**src/rtl/mem_pkg.sv**
```systemverilog
// Shared types and sizing for the memory-side refill path: FSM states,
// the cache line type and the address/beat field widths.
package mem_pkg;

    localparam int ADDR_W      = 32;
    localparam int WORD_W      = 32;
    localparam int BLOCK_WORDS = 4;

    function automatic int log2_ceil(input int value);
        int result;
        result = 0;
        for (int i = 0; i < 32; i++) begin
            if ((1 << result) < value) begin
                result = result + 1;
            end
        end
        return result;
    endfunction

    localparam int BEAT_W   = log2_ceil(BLOCK_WORDS);
    localparam int OFFSET_W = BEAT_W + 2;

    typedef enum logic [1:0] {
        IDLE,
        ISSUE,
        WAIT,
        RESPOND
    } refill_state_t;

    typedef logic [WORD_W-1:0] line_t [BLOCK_WORDS];

endpackage

```
**src/rtl/refill_line_buffer.sv**
```systemverilog
// Cache line assembly register file: one word written per DRAM beat,
// the whole line read out in parallel.
module refill_line_buffer
    import mem_pkg::*;
(
    input  logic              clock,
    input  logic              clear,
    input  logic              write_en,
    input  logic [BEAT_W-1:0] write_index,
    input  logic [WORD_W-1:0] write_data,
    output line_t             read_data
);

    line_t line_q;
    line_t line_d;

    always_comb begin
        line_d = line_q;
        if (clear) begin
            line_d = '{default: '0};
        end else if (write_en) begin
            line_d[write_index] = write_data;
        end
    end

    always_ff @(posedge clock) begin
        line_q <= line_d;
    end

    assign read_data = line_q;

endmodule

```
**src/rtl/icache_refill_controller.sv**
```systemverilog
// Refills one instruction cache line per request by reading it word by word
// from DRAM, then hands the whole line back with a one-cycle ready pulse.
module icache_refill_controller
    import mem_pkg::*;
(
    input  logic              clock,
    input  logic              reset,
    input  logic [ADDR_W-1:0] req_address,
    input  logic              req_valid,
    output line_t             resp_data,
    output logic              resp_ready,
    output logic              busy,
    output logic [ADDR_W-1:0] dram_address,
    output logic              dram_read,
    input  logic [WORD_W-1:0] dram_rdata,
    input  logic              dram_rvalid
);

    localparam logic [ADDR_W-1:0] BASE_MASK = {{(ADDR_W-OFFSET_W){1'b1}}, {OFFSET_W{1'b0}}};
    localparam logic [BEAT_W-1:0] LAST_BEAT = BEAT_W'(BLOCK_WORDS - 1);

    refill_state_t     state_q, state_d;
    logic [BEAT_W-1:0] beat_q, beat_d;
    logic [ADDR_W-1:0] base_q, base_d;
    logic [ADDR_W-1:0] dram_address_q, dram_address_d;
    logic              dram_read_q, dram_read_d;
    logic              resp_ready_q, resp_ready_d;
    logic              line_write_en;

    assign line_write_en = (state_q == WAIT) && dram_rvalid;

    // Outputs are computed one cycle early so that they come straight from flops.
    always_comb begin
        state_d        = state_q;
        beat_d         = beat_q;
        base_d         = base_q;
        dram_address_d = dram_address_q;
        dram_read_d    = 1'b0;
        resp_ready_d   = 1'b0;
        case (state_q)
            IDLE: begin
                if (req_valid) begin
                    base_d         = req_address & BASE_MASK;
                    beat_d         = '0;
                    dram_address_d = base_d;
                    dram_read_d    = 1'b1;
                    state_d        = ISSUE;
                end
            end
            ISSUE: begin
                state_d = WAIT;
            end
            WAIT: begin
                if (dram_rvalid) begin
                    if (beat_q == LAST_BEAT) begin
                        resp_ready_d = 1'b1;
                        state_d      = RESPOND;
                    end else begin
                        beat_d         = beat_q + BEAT_W'(1);
                        dram_address_d = base_q + ADDR_W'({beat_d, 2'b00});
                        dram_read_d    = 1'b1;
                        state_d        = ISSUE;
                    end
                end
            end
            RESPOND: begin
                state_d = IDLE;
            end
            default: begin
                state_d = IDLE;
            end
        endcase
    end

    always_ff @(posedge clock) begin
        if (reset) begin
            state_q        <= IDLE;
            beat_q         <= '0;
            base_q         <= '0;
            dram_address_q <= '0;
            dram_read_q    <= 1'b0;
            resp_ready_q   <= 1'b0;
        end else begin
            state_q        <= state_d;
            beat_q         <= beat_d;
            base_q         <= base_d;
            dram_address_q <= dram_address_d;
            dram_read_q    <= dram_read_d;
            resp_ready_q   <= resp_ready_d;
        end
    end

    refill_line_buffer u_line_buffer (
        .clock       (clock),
        .clear       (reset),
        .write_en    (line_write_en),
        .write_index (beat_q),
        .write_data  (dram_rdata),
        .read_data   (resp_data)
    );

    assign busy         = (state_q != IDLE);
    assign resp_ready   = resp_ready_q;
    assign dram_read    = dram_read_q;
    assign dram_address = dram_address_q;

    // A request arriving mid-refill is dropped rather than queued; flag it in simulation.
    always_ff @(posedge clock) begin
        if (!reset && req_valid) begin
            assert (!busy) else $warning("req_valid ignored: refill already in progress");
        end
    end

endmodule

```
**config.mk**
```make
export PLATFORM = sky130hd
export DESIGN_NAME = icache_refill_controller
export DESIGN_NICKNAME = d
export VERILOG_FILES = /design/src/rtl/mem_pkg.sv /design/src/rtl/refill_line_buffer.sv /design/src/rtl/icache_refill_controller.sv
export SDC_FILE = /design/constraint.sdc
export NUM_CORES = 1
export LEC_CHECK = 0
export BUFFER_PORTS_ARGS = -buffer_cell sky130_fd_sc_hd__buf_4
export CORE_MARGIN = 4
export CORE_UTILIZATION = 50
export CTS_CLUSTER_DIAMETER = 60
export DETAILED_ROUTE_END_ITERATION = 8
export GPL_ROUTABILITY_DRIVEN = 0
export MAX_ROUTING_LAYER = met4
export PLACE_DENSITY_LB_ADDON = 0.25
export SLEW_MARGIN = 20
export SYNTH_ARGS = -nofsm -noshare
export SYNTH_HDL_FRONTEND = slang
export SYNTH_SLANG_ARGS = --single-unit
```
**constraint.sdc**
```tcl
create_clock -name clock -period 2.5 [get_ports clock]
set_clock_uncertainty 0.2 [all_clocks]
set_input_delay 0.25 -clock clock [delete_from_list [all_inputs] [get_ports clock]]
set_output_delay 0.25 -clock clock [all_outputs]
set_load 0.05 [all_outputs]
```
# After elaboration in Yosys (flattened, before gate mapping)
# Cells that the tools add are included.
# op_classes
add_sub_neg	2
order_cmp	2
bitwise_logic	3
n_reduce_logical	9
eq_ne	7
mux	20
# op_table
operator	n
$bwmux 128	1
$mux 32	4
$demux 32 s2	1
$pmux 32 s2	1
$add 32x4->32	1
$mux 2	6
$pmux 2 s4	1
$eq 2x2->1 const B	3
$ne 2x2->1 const B	3
$mux 1	4
$pmux 2 s2	1
$reduce_and 2->1	2
$reduce_and 4->1	1
$reduce_bool 2->1	2
$ge 3x3->1 const B	1
$lt 3x1->1 const B	1
$not 2->3	1
$reduce_or 3->1	1
$add 2x1->2 const B	1
$eq 2x1->1 const B	1
$logic_and 1x1->1	2
$logic_not 2->1	1
$not 1->1	2
$pmux 1 s2	1
# word_totals
regBits	194
output_inout_bits	163
input_bits	68

# Longest topological paths before layout
# depth
word_depth	6
ltp_mapped	7
mapped_depth_nobuf	5

# By module
# From an unflattened synthesis, not the netlist that was laid out.
# unflattened
cells_unflattened	742
hier_area_um2	7812.5
# by_module_without_submodules
module	cells_per_inst	n_inst	area_per_inst_um2
refill_line_buffer	454	1	5106.1
icache_refill_controller	288	1	2706.3

# Worst setup path before layout
# OpenSTA, ideal clock, no wires.
# synth_timing
path_type	register to register
start	register beat_q[0]
end	register dram_address_q[21] (netlist: dram_address[21])
required_time_ps	2219
path_buffers	2
period_less_slack_ps	2034
stages_incl_launch_ff	7
path_slack_ps	466
t_arrival_ps	1752
setup_ps	81
cell_sequence	dfxtp_1 > ha_1 > nor4bb_4 > or2_1 > buf_6 > buf_6 > a211oi_2
# synth_between
elab_chain_len	5
word_cells_on_any_way	8
cone_classes	add/sub (2); eq/ne (2); mux (3); reduce/logical (1)
# synth_rtl
element	line_no	source
from (decl)	icache_refill_controller.sv:23	logic [BEAT_W-1:0] beat_q, beat_d;
from (signal assigned)	icache_refill_controller.sv:85	beat_q <= beat_d;
$add 2x1->2	icache_refill_controller.sv:59	beat_d = beat_q + BEAT_W'(1);
$add 32x4->32	icache_refill_controller.sv:60	dram_address_d = base_q + ADDR_W'({beat_d, 2'b00});
$mux 32	icache_refill_controller.sv:55	if (beat_q == LAST_BEAT) begin
$mux 32	icache_refill_controller.sv:54	if (dram_rvalid) begin
$pmux 32 s2	icache_refill_controller.sv:40	case (state_q)
to (signal assigned)	icache_refill_controller.sv:87	dram_address_q <= dram_address_d;
to (decl)	icache_refill_controller.sv:25	logic [ADDR_W-1:0] dram_address_q, dram_address_d;
# Parallel ways exist; a longest one is shown, timed or not. The select of a mux whose other input is x is not followed.
# A chain may end at the register's enable or synchronous reset.

# Worst setup path after layout
# layout_timing
start	register state_q[1]
end	output port busy
# layout_between
elab_chain_len	1
# layout_rtl
element	line_no	source
from (decl)	icache_refill_controller.sv:22	refill_state_t state_q, state_d;
from (signal assigned)	icache_refill_controller.sv:84	state_q <= state_d;
$reduce_bool 2->1	icache_refill_controller.sv:102	assign busy = (state_q != IDLE);
to (decl)	icache_refill_controller.sv:12	output logic busy,
# Every way passes these cells.

==> impl_metrics.toml <==
[critical_path]
r2r_slack_ns = 0.42
cp.arrival_ns = 1.67
cp.required_ns = 2.05
rr_endpoint = "u_line_buffer.read_data[114]"
crit_path_end = "busy"
critPathKind = "flop to output port"
r2r_cells = 4
crit_path_end_kind = "output port"
crit_start = "state_q[1]"
cp-start-kind = "flop"
r2r_start = "state_q[1]"
path_max_fanout = 18

[status]
run_status = "finished, final reports clean"

[logic_synthesis]
synth_common_cells = "nand2_1 (313), dfxtp_1 (190), a21oi_1 (158), mux2i_1 (30), nor3_1 (29)"
seq_area_frac_synth_pct = 53.23
synthAdderAreaFrac_pct = 0.7004
synth_area_leaders = "dfxtp_1 (53%), nand2_1 (16%), a21oi_1 (11%), mux2i_1 (4.2%), nor3_1 (2.0%)"
post-synth-top-count-cell = "nand2_1"
syn_inst = 852
ys_types = 29
ys_ff_latch = 190
synth_compound_area_share_pct = 14.83
synth-xor-area-share_pct = 0
async_flop_share_pct = 0
synth_top_family_by_area = "simple AND/OR/NAND/NOR gates"
yosys_warnings = 0
yosys.area.top_type_share_pct = 53.23
syn_area_per_cell_um2 = 8.387
yosysTopAreaCell = "dfxtp_1"
synthSimpleGateAreaFrac_pct = 21.19
yosys_most_used_dff = "dfxtp_1"
syn_area_mm2 = 0.007146
synth_edf_count = 0
synthMuxAreaShare_pct = 4.202

[global_routing]
grt-ovfl-total = 0
grt_antenna_before_repair = 0
grt_max_degree = 63
grt_util_all_layers_pct = 26.00
grt_pass1_wl_um = 32820
grt_pass1_vias = 6398

[drt]
wire_per_inst_um = 16.14
ant_nets = 0
vias = 6712
drc = 0
drtIter0Drc = 417
vias_per_cell = 5.163
dr.pass1.iters = 7
routed_wl_um = 20990

[clocking]
root_buffer = "clkbuf_16"
cts_setup_buffers = 0
cts_hold_buf = 62
cts_tree = "yes"
cts.sinks = 190
htreeDepth = 4
clock_latency_ns = 0.43
cts_buffers = 17
clkTransAtPathRegs_ns = 0.07
cts_buffer_depth = 2
post_cts_resized = 0

[floorplanning]
io_pins = 231
dieArea_mm2 = 0.01627
coreArea_mm2 = 0.01393
start_util_pct = 51.28
fp.dieH_um = 127.5
dieWidth_um = 127.5
num_rows = 43

[pwr]
p_int_uw = 5346
p_switching_uw = 1770
seqPwrFrac_pct = 44.7
peakVddDrop_mv = 0.4360
p_comb_share_pct = 12.5
swShare_pct = 24.88
pwr_density_cell_mw_per_mm2 = 700.9
leakagePower_uw = 0.004063
p_clk_share_pct = 42.8

[placement]
dp.cells = 1206
hpwl_um = 13270
io_buffers = 224

[timing]
worst_pin_slew_ns = 0.6238
clock.fmax_mhz = 472.8
setup_viol = 0
rsz0062_at_grt = "no"
hold_viol = 0
final.period_utilization_pct = 84.61
slew-limit-headroom_pct = 58.41
slew_violations = 0
fin_setup_tns_ns = 0
period_needed_ns = 2.115

[layout]
stdcell_count = 1300
regArea_mm2 = 0.003805
areaGrowthSynthToFinish_pct = 42.09
nFillCells = 1055
drive_gt1_share_pct = 26.16
nets = 1179
multi_input_area_mm2 = 0.002938
antenna_cells = 0

[run]
cap_violations = 0

[worst_hold_path]
min_path_cells = 2
min_path_type = "input port to flop"
## critical path, cell delays in order (launching register included)
cell and delay, ns:
dfxtp_2 0.61, buf_4 0.29, or2_2 0.13, buf_4 0.20
## power by group through the flow
stage                     Clock, µW  Combinational, µW  Sequential (µW)
after global routing           3230                945             3190
after floorplan                   0                329             3440
after detailed placement          0                804             3250
after CTS                      3090                886             3180
final                          3040                889             3180
after global placement            0                796             3250
## flip-flops by register name (all words and copies together), names as in the netlist
name                     count
beat_q                       1
resp_ready                   1
u_line_buffer.read_data    128
dram_read                    1
state_q                      2
base_q                      28
dram_address                29
## area by class of cell
| type | count | share of cell area (%) |
|---|---|---|
| Clock buffer | 18 | 4.227 |
| Inverter | 2 | 0.07394 |
| Sequential cell | 190 | 37.47 |
| Clock inverter | 14 | 2.366 |
| Tap cell | 180 | 2.218 |
| Timing Repair Buffer | 308 | 24.71 |
| Multi-Input combinational cell | 588 | 28.93 |
## worst min path at each step
stage | from | end | slack (ns)
finish | reset | base_q[7] | 0.04
global route | reset | u_line_buffer.read_data[30] | 0.03
CTS | reset | dram_read | 0.007
detailed placement | base_q[9] | base_q[9] | 0.25
global placement | base_q[11] | base_q[11] | 0.24
floorplan | req_address[10] | base_q[10] | 0.19
## per-layer routing
layer / vias up / share of wire, % / track usage [%]
met5: - / 0 / -
met4: 0 / 2.8 / 11.04
met3: 43 / 7.6 / 6.229
met2: 224 / 48 / 42.49
met1: 3116 / 41 / 30.68
li1: 3329 / - / -
## placed cells by master, fill, tap and decap left out, types with 2 or more instances in the layout
cell and instances:
mux2i_1 30, a21oi_1 158, clkinv_2 2, buf_4 242, nand2b_1 3, a211oi_2 10
nor3_1 29, dfxtp_1 189, clkinv_4 3, nand4b_1 3, dlygate4sd3_1 62, inv_1 2
ha_1 4, nand2_1 313, conb_1 2, a211oi_1 18, bufinv_16 6, and4b_1 4
clkinvlp_4 2, buf_12 3, nor2_1 4, clkbuf_16 17
## cells by family after synthesis
kind of cell	Yosys count
and+or+nand+nor	365
DFF	190
AOI/OAI and AO/OA	187
buffers and inverters	75
muxes	30
adders and majority gates	4
other	1
## stage by stage
step	utilization (%)	total power, µW	setup slack [ns]	instance area, µm²	hold WS, ns
after global routing	72.87	7370	0.2569	10150	0.03449
after global placement	63.61	4042	0.4470	8864	0.2408
after floorplan	-	3774	0.4663	7149	0.1860
after detailed placement	63.61	4054	0.4311	8864	0.2465
after CTS	72.87	7155	0.3592	10150	0.007399
final	72.87	7116	0.3848	10150	0.04381
Power figures use the tool's default switching activity.
